===== config.mk =====
export PLATFORM = sky130hd
export DESIGN_NAME = sprite_blitter
export DESIGN_NICKNAME = d
export VERILOG_FILES = /design/src/rtl/sprite_blitter_pkg.sv /design/src/rtl/sprite_row_shifter.sv /design/src/rtl/sprite_blitter.sv
export SDC_FILE = /design/constraint.sdc
export NUM_CORES = 2
export LEC_CHECK = 0
export CAP_MARGIN = 20
export CORE_ASPECT_RATIO = 0.9
export CORE_UTILIZATION = 28
export CTS_CLUSTER_DIAMETER = 80
export DETAILED_ROUTE_END_ITERATION = 12
export PLACE_DENSITY = 0.43
export SKIP_LAST_GASP = 1
export SYNTH_ARGS = -nofsm -noshare
export SYNTH_HDL_FRONTEND = slang
export SYNTH_SLANG_ARGS = --single-unit

===== constraint.sdc =====
create_clock -name clk -period 10.25 [get_ports clk]
set_input_delay 2.05 -clock clk [delete_from_list [all_inputs] [get_ports clk]]
set_output_delay 2.05 -clock clk [all_outputs]
set_load 0.01 [all_outputs]

===== src/rtl/sprite_blitter_pkg.sv =====
// Shared CHIP-8 display constants, draw-engine state encoding and sprite row extraction.
// Used by sprite_blitter and sprite_row_shifter.
package sprite_blitter_pkg;

    localparam int FB_W        = 64;
    localparam int FB_H        = 32;
    localparam int SPRITE_ROWS = 15;
    localparam int SPRITE_BITS = SPRITE_ROWS * 8;

    typedef enum logic [1:0] {
        IDLE  = 2'd0,
        CLEAR = 2'd1,
        DRAW  = 2'd2,
        DONE  = 2'd3
    } state_t;

    // Row idx sits at the top byte after shifting; idx past the last row yields zero.
    function automatic logic [7:0] sprite_row(input logic [SPRITE_BITS-1:0] data,
                                              input logic [3:0]             idx);
        logic [SPRITE_BITS-1:0] shifted;
        shifted = data << {idx, 3'b000};
        return shifted[SPRITE_BITS-1 -: 8];
    endfunction

endpackage


===== src/rtl/sprite_row_shifter.sv =====
// Places one 8-pixel sprite row at column x0 of a framebuffer row.
// SPRITE_WRAP_EN: pixels past the right edge wrap to column 0; otherwise they are clipped.
module sprite_row_shifter
    import sprite_blitter_pkg::*;
(
    input  logic [7:0]      row_i,
    input  logic [5:0]      x0,
    output logic [FB_W-1:0] mask
);

    logic [FB_W-1:0] placed;

    assign placed = {row_i, {(FB_W-8){1'b0}}};

`ifdef SPRITE_WRAP_EN
    // Rotate right; a left shift by 64 (x0 == 0) contributes nothing.
    assign mask = (placed >> x0) | (placed << (7'(FB_W) - {1'b0, x0}));
`else
    assign mask = placed >> x0;
`endif

endmodule


===== src/rtl/sprite_blitter.sv =====
// CHIP-8 draw engine: clear/XOR-draw into a 64x32 framebuffer, collision flag for VF,
// registered row-scan read port. SPRITE_WRAP_EN selects wrapping instead of clipping.
module sprite_blitter
    import sprite_blitter_pkg::*;
(
    input  logic                   clk,
    input  logic                   rst,
    input  logic                   gpu_clear,
    input  logic                   gpu_draw,
    input  logic [7:0]             vx,
    input  logic [7:0]             vy,
    input  logic [3:0]             n_bits,
    input  logic [SPRITE_BITS-1:0] sprite_data,
    output logic                   busy,
    output logic                   done,
    output logic [7:0]             vf_out,
    input  logic [4:0]             scan_row,
    output logic [FB_W-1:0]        scan_data
);

    state_t                 state;
    logic [5:0]             x0;
    logic [4:0]             y0;
    logic [3:0]             n;
    logic [SPRITE_BITS-1:0] sprite;
    logic [4:0]             idx;
    logic                   coll;
    logic                   is_draw;
    logic [FB_W-1:0]        fb [FB_H];

    logic [7:0]             cur_row;
    logic [FB_W-1:0]        mask;
    logic [4:0]             y_row;
    logic                   row_ok;
    logic                   unused_bits;

    // Origins are taken modulo the screen size, so the upper coordinate bits are dropped.
    assign unused_bits = ^{vx[7:6], vy[7:5]};

    assign cur_row = sprite_row(sprite, idx[3:0]);

    sprite_row_shifter u_shifter (
        .row_i (cur_row),
        .x0    (x0),
        .mask  (mask)
    );

`ifdef SPRITE_WRAP_EN
    always_comb begin
        y_row  = y0 + idx;
        row_ok = 1'b1;
    end
`else
    logic [5:0] y_sum;

    always_comb begin
        y_sum  = {1'b0, y0} + {1'b0, idx};
        y_row  = y_sum[4:0];
        row_ok = ~y_sum[5];
    end
`endif

    always_ff @(posedge clk) begin
        if (rst) begin
            state     <= IDLE;
            busy      <= 1'b0;
            done      <= 1'b0;
            vf_out    <= '0;
            scan_data <= '0;
            x0        <= '0;
            y0        <= '0;
            n         <= '0;
            sprite    <= '0;
            idx       <= '0;
            coll      <= 1'b0;
            is_draw   <= 1'b0;
            for (int unsigned r = 0; r < FB_H; r++) begin
                fb[r] <= '0;
            end
        end else begin
            // Non-blocking read returns the row as it was before this cycle's write.
            scan_data <= fb[scan_row];
            done      <= 1'b0;

            unique case (state)
                IDLE: begin
                    if (gpu_clear || gpu_draw) begin
                        x0      <= vx[5:0];
                        y0      <= vy[4:0];
                        n       <= n_bits;
                        sprite  <= sprite_data;
                        idx     <= '0;
                        coll    <= 1'b0;
                        busy    <= 1'b1;
                        is_draw <= ~gpu_clear;
                        if (gpu_clear)
                            state <= CLEAR;
                        else if (n_bits == 4'd0)
                            state <= DONE;
                        else
                            state <= DRAW;
                    end
                end

                CLEAR: begin
                    fb[idx] <= '0;
                    idx     <= idx + 5'd1;
                    if (idx == 5'(FB_H - 1))
                        state <= DONE;
                end

                DRAW: begin
                    if (row_ok) begin
                        coll       <= coll | (|(fb[y_row] & mask));
                        fb[y_row]  <= fb[y_row] ^ mask;
                    end
                    idx <= idx + 5'd1;
                    if (idx[3:0] == n - 4'd1)
                        state <= DONE;
                end

                DONE: begin
                    done  <= 1'b1;
                    busy  <= 1'b0;
                    state <= IDLE;
                    if (is_draw)
                        vf_out <= {7'b0, coll};
                end

                default: state <= IDLE;
            endcase
        end
    end

endmodule


### Word-level counts from Yosys, hierarchy flattened

Memory sizes are Yosys's and may differ from the RTL's. A register that Yosys moved wholly into a read port is not among the register bits.
Index checks and enable logic that the tools add are counted.
Widths: inputs -> output; s select.

| word-level totals | value |
|---|---|
| output and inout port bits | 74 |
| memories kept | 1 |
| register bits after elaboration | 147 |
| RAM bits | 2,048 |
| word-level logic and storage cells | 75 |

Memory list:

| name | words | bits a word | rd ports | clocked after memory_dff | wr ports | RTL line | text |
|---|---|---|---|---|---|---|---|
| fb | 32 | 64 | 2 | 1 | 32 | sprite_blitter.sv:29 | `logic [FB_W-1:0] fb [FB_H];` |

| operators by class | value |
|---|---|
| bitwise logic cells | 4 |
| muxes and demuxes | 29 |
| reduce and logical (&&, ||, !) cells | 16 |
| $add $sub $neg | 3 |
| equal/unequal tests | 9 |
| shifts and indexed selects | 2 |

Operators by type and width:

| cell | number |
|---|---|
| $reduce_or 64->1 | 3 |
| $mux 64 | 2 |
| $shl 120x7->120 | 1 |
| $and 64x64->64 | 1 |
| $shr 64x6->64 | 1 |
| $xor 64x64->64 | 1 |
| $mux 1 | 16 |
| $mux 5 | 3 |
| $pmux 5 s2 | 1 |
| $mux 2 | 4 |
| $ne 2x2->1 const B | 4 |
| $pmux 2 s4 | 1 |
| $reduce_and 2->1 | 4 |
| $add 5x5->6 | 1 |
| $reduce_and 3->1 | 2 |
| $reduce_bool 2->1 | 3 |
| $add 5x1->5 const B | 1 |
| $eq 5x5->1 const B | 1 |
| $eq 2x2->1 const B | 2 |
| $eq 4x4->1 | 1 |
| $logic_not 4->1 | 1 |
| $pmux 1 s2 | 2 |
| $sub 4x1->4 const B | 1 |
| $eq 2x1->1 const B | 1 |
| other kinds (5) | 5 |

### Depth between registers and ports, before layout

| logic depth | value |
|---|---|
| depth in word-level cells | 7 |
| mapped depth | 19 |

### Cells and area by module

From an unflattened synthesis, not the netlist that was laid out.

| second synthesis, totals | value |
|---|---|
| cells, all modules | 8,317 |
| area, all modules | 120,807.1 µm² |

Modules (own cells, without submodules):

| module | times used | area an instance (µm²) | cells an instance |
|---|---|---|---|
| sprite_blitter | 1 | 119,689.8 | 8,145 |
| sprite_row_shifter | 1 | 1,117.3 | 172 |

### Worst setup path after synthesis

OpenSTA, ideal clock, no wires.

| timing | value |
|---|---|
| path type | input to register |
| from | input rst |
| to | memory fb[6][0] (enable) |
| stages on the path | 7 |
| arrival time | 5.071 ns |
| setup time | 0.433 ns |
| buffers on the path | 3 |
| path slack | 4.747 ns |
| path through | a2111oi_2 -> buf_4 -> mux2i_1 -> buf_2 -> nand3_1 -> buf_2 -> nand2b_1 |

RTL lines:

| element | RTL line | text |
|---|---|---|
| from (decl) | sprite_blitter.sv:7 | `input logic rst,` |
| to (decl) | sprite_blitter.sv:29 |  |

### Final worst setup path

| timing | value |
|---|---|
| from | register idx[0] |
| to | register coll |

| between the ends | value |
|---|---|
| longest elaborated chain between the ends | 7 |
| elaborated cells on any way between the ends | 11 |

RTL lines:

| element | RTL line | text |
|---|---|---|
| from (decl) | sprite_blitter.sv:26 | `logic [4:0] idx;` |
| from (signal assigned) | sprite_blitter.sv:107 | `idx <= idx + 5'd1;` |
| from (signal assigned) | sprite_blitter.sv:117 | `idx <= idx + 5'd1;` |
| $shl 120x7->120 / $add 5x5->6 (equally long branches) | sprite_blitter_pkg.sv:21, sprite_blitter.sv:57 |  |
| $shr 64x6->64 / $mem_v2 32x64 (equally long branches) | n/a |  |
| $and 64x64->64 | sprite_blitter.sv:114 | `coll <= coll \| (\|(fb[y_row] & mask));` |
| $reduce_or 64->1 | sprite_blitter.sv:114 |  |
| $or 1x1->1 | sprite_blitter.sv:114 |  |
| $mux 1 | sprite_blitter.sv:113 | `if (row_ok) begin` |
| $pmux 1 s2 | sprite_blitter.sv:85 | `unique case (state)` |
| to (signal assigned) | sprite_blitter.sv:114 |  |
| to (decl) | sprite_blitter.sv:27 | `logic coll;` |

Parallel ways exist; a longest one is shown, timed or not. The select of a mux whose other input is x is not followed.
A chain may end at the register's enable or synchronous reset.

==> impl_metrics.ini <==
[grt]
grt_max_degree = 130
antenna_found_initial = 19
globalRouteTotalUtil_pct = 22.5
grt_pass1_vias = 74400
gr-total-overflow = 0
grt_pass1_wl_um = 636000

[timing]
rsz0062_at_grt = no
period_share_pct = 73.7
drv_slew = 0
fin_crit_ns = 7.56
tightest_slew_ns = 1.35
fin_setup_tns_ns = 0
slew_headroom_pct = 10.1
hold_violations = 0
fmax_mhz = 132
setup_viol = 0
finClkSkew_ns = 0.0534
worst_slack_ns = 2.69

[clock_network]
clockBufferDepth = 4
ctsResizeCount = 0
clkTransAtPathRegs_ns = 0.06
root_buffer = clkbuf_16
numCtsBuffers = 280
clk-insertion-delay-late_ns = 0.97
holdBufCountCts = 0
cts_setup_buffers = 0
htree_levels = 5
cts_tree = built
cts_sinks = 2259

[final_layout]
syn_to_final_growth_pct = 16.1
fin_nets = 7802
drive_gt1_share_pct = 27.6

[critical_path]
worstRegToRegCells = 15
crit_type = reg2reg
cp-end-kind = register
crit_path_max_fanout = 43
cp.required_ns = 11.04
cp_data_arrival_time_ns = 8.34
critPathLaunchType = register

[die]
start_util_pct = 28.2
ios = 223
design.core.area_um2 = 404000
dieArea_um2 = 409000
die_w_um = 674
fp-row-count = 221
die_h_um = 607

[logic_synthesis]
synthTopCellsByArea = edfxtp_1, mux4_2, nor2_1
synthArstFlopShare_pct = 0
synth_edf_count = 2048
ys_warn_count = 0
ys_top_cells_by_count = nor2_1, edfxtp_1, mux4_2
ys.flop_type = edfxtp_1
yosysTopAreaCell = edfxtp_1
yosysSeqAreaShare_pct = 57.7
yosys.cell_count.top_type = nor2_1
avgSynthCellArea_um2 = 14.9
yosys.cell_types.count = 83
synthCells = 7630
ys_ff_latch = 2259
synth_area_um2 = 114000
post-synth-top-area-fraction_pct = 54.0

[placed_design]
io_buffers = 210
place.gp.congestion = 0.843
dp_slack_ns = 2.86
dp_hpwl_um = 264000

[power_and_ir_drop]
power_switching_share_pct = 32.6
combPwrFrac_pct = 31.1
irDropWorstVdd_v = 0.000199
seqPwrFrac_pct = 36.0
p_sw_w = 0.00977
clock_power_share_pct = 32.8
intPower_w = 0.0202
p_leak_nw = 42.3
p_per_area_nw_per_um2 = 227

[drt]
route.detailed.drc = 0
totalWireLength_um = 466000
drt_iter0_drc = 9364
dr.pass1.iters = 6
routed_via_density = 5.58
num_vias = 73500
ant_nets = 0
drt-wirelength-per-cell_um = 35.4

[min_path]
hold_depth = 2
min_path_type = reg2reg

[flow_run]
drv_cap = 0

[run_status]
status = finished, final reports clean
[sequential cells by signal (all words and copies together), names as in the netlist]
name and flops:
x0 6, coll 1, is_draw 1, state 2, vf_out 1, fb 2048
idx 5, n 4, done 1, busy 1, sprite 120, y0 5
scan_data 64
[layout by cell type (no fill, tap or decap), types with 6 or more instances in the layout]
cell type,count
edfxtp_1,2048
clkdlybuf4s50_1,204
buf_8,13
nand2_1,377
mux4_2,1299
clkbuf_8,13
clkbuf_1,85
buf_16,44
dfxtp_1,208
a31oi_1,7
nor2_1,2159
xnor2_1,6
nor4_1,18
clkinv_4,6
clkbuf_16,287
mux2i_1,87
nand3_4,32
inv_1,13
clkinv_1,48
and3_1,9
conb_1,7
a21oi_1,151
ha_1,76
nor2b_1,15
mux2_2,80
inv_6,14
and2_1,22
nor3_1,7
nand2b_1,7
nand3_1,13
diode_2,7
bufinv_16,12
a22oi_1,6
o22ai_1,8
o211a_1,7
buf_4,185
clkinv_2,32
nand2b_4,32
clkinv_8,9
buf_12,35
[layout make-up]
type                            count  area (um^2)
Multi-Input combinational cell   4538        45400
Fill cell                       39300       271000
Clock buffer                      385         7670
Tap cell                         5352         6700
Sequential cell                  2259        65700
Clock inverter                    126         1140
Antenna cell                        7         17.5
Inverter                           14         52.6
Timing Repair Buffer              482         5550
[routing by layer]
| layer | global-route usage (%) | wire [um] | part of all wire (%) |
|---|---|---|---|
| met1 | 30.9 | 195000 | 42 |
| met2 | 36.7 | 221000 | 47 |
| met3 | 3.23 | 33800 | 7.3 |
| met4 | 7.08 | 16000 | 3.4 |
| met5 | 0 | 42 | 0.0090 |
[critical path: stages (launching register included)]
cell	delay, ns
dfxtp_2	0.30
buf_4	0.30
ha_4	0.26
fa_4	1.38
buf_4	0.75
buf_4	0.49
mux4_2	0.38
mux4_2	0.47
mux2_2	0.29
ha_1	0.18
nor4_1	0.65
nand4_1	0.50
or4_1	0.81
nand2_1	0.14
a2111o_1	0.11
a21oi_1	0.05
[path summary, 6_finish.rpt]
kind                                               from                       to  slack, ns
worst max-delay path                idx[0]$_SDFFE_PP0P_        coll$_SDFFE_PP0P_       2.69
worst max register to register      idx[0]$_SDFFE_PP0P_        coll$_SDFFE_PP0P_       2.69
worst min register to register  sprite[11]$_SDFFE_PP0P_  sprite[11]$_SDFFE_PP0P_       0.45
worst min-delay path            sprite[11]$_SDFFE_PP0P_  sprite[11]$_SDFFE_PP0P_       0.45
[power by group through the flow]
stage / clock network (W) / registers, W / logic (W)
2_1_floorplan: 0 / 0.0109 / 0.00606
3_3_place_gp: 0 / 0.0109 / 0.00920
4_1_cts: 0.0100 / 0.0108 / 0.00926
5_1_grt: 0.0103 / 0.0108 / 0.00978
6_report: 0.00984 / 0.0108 / 0.00933
3_5_place_dp: 0 / 0.0110 / 0.00924
[cells by family after synthesis]
| logic type | Yosys count | share of synthesized area (%) |
|---|---|---|
| compound gates | 251 | 1.50 |
| xor+xnor | 10 | 0.0769 |
| fa+ha+maj | 78 | 0.863 |
| buf+inv | 839 | 3.18 |
| flops | 2259 | 57.7 |
| mux | 1477 | 27.4 |
| other cells | 1 | 0.00329 |
| simple gates | 2715 | 9.31 |
[stage by stage]
step | power (W) | instances | hold slack, ns | instance area (um^2) | utilization [%]
6_report | 0.0300 | 13200 | 0.451 | 132000 | 32.8
3_5_place_dp | 0.0202 | 12600 | 0.443 | 122000 | 30.3
2_1_floorplan | 0.0170 | 7636 | 0.432 | 114000 | -
5_1_grt | 0.0310 | 13200 | 0.470 | 132000 | 32.7
4_1_cts | 0.0301 | 13100 | 0.451 | 131000 | 32.5
3_3_place_gp | 0.0201 | 12600 | 0.443 | 122000 | 30.2
Note: power is estimated with default switching activity, not from simulation.
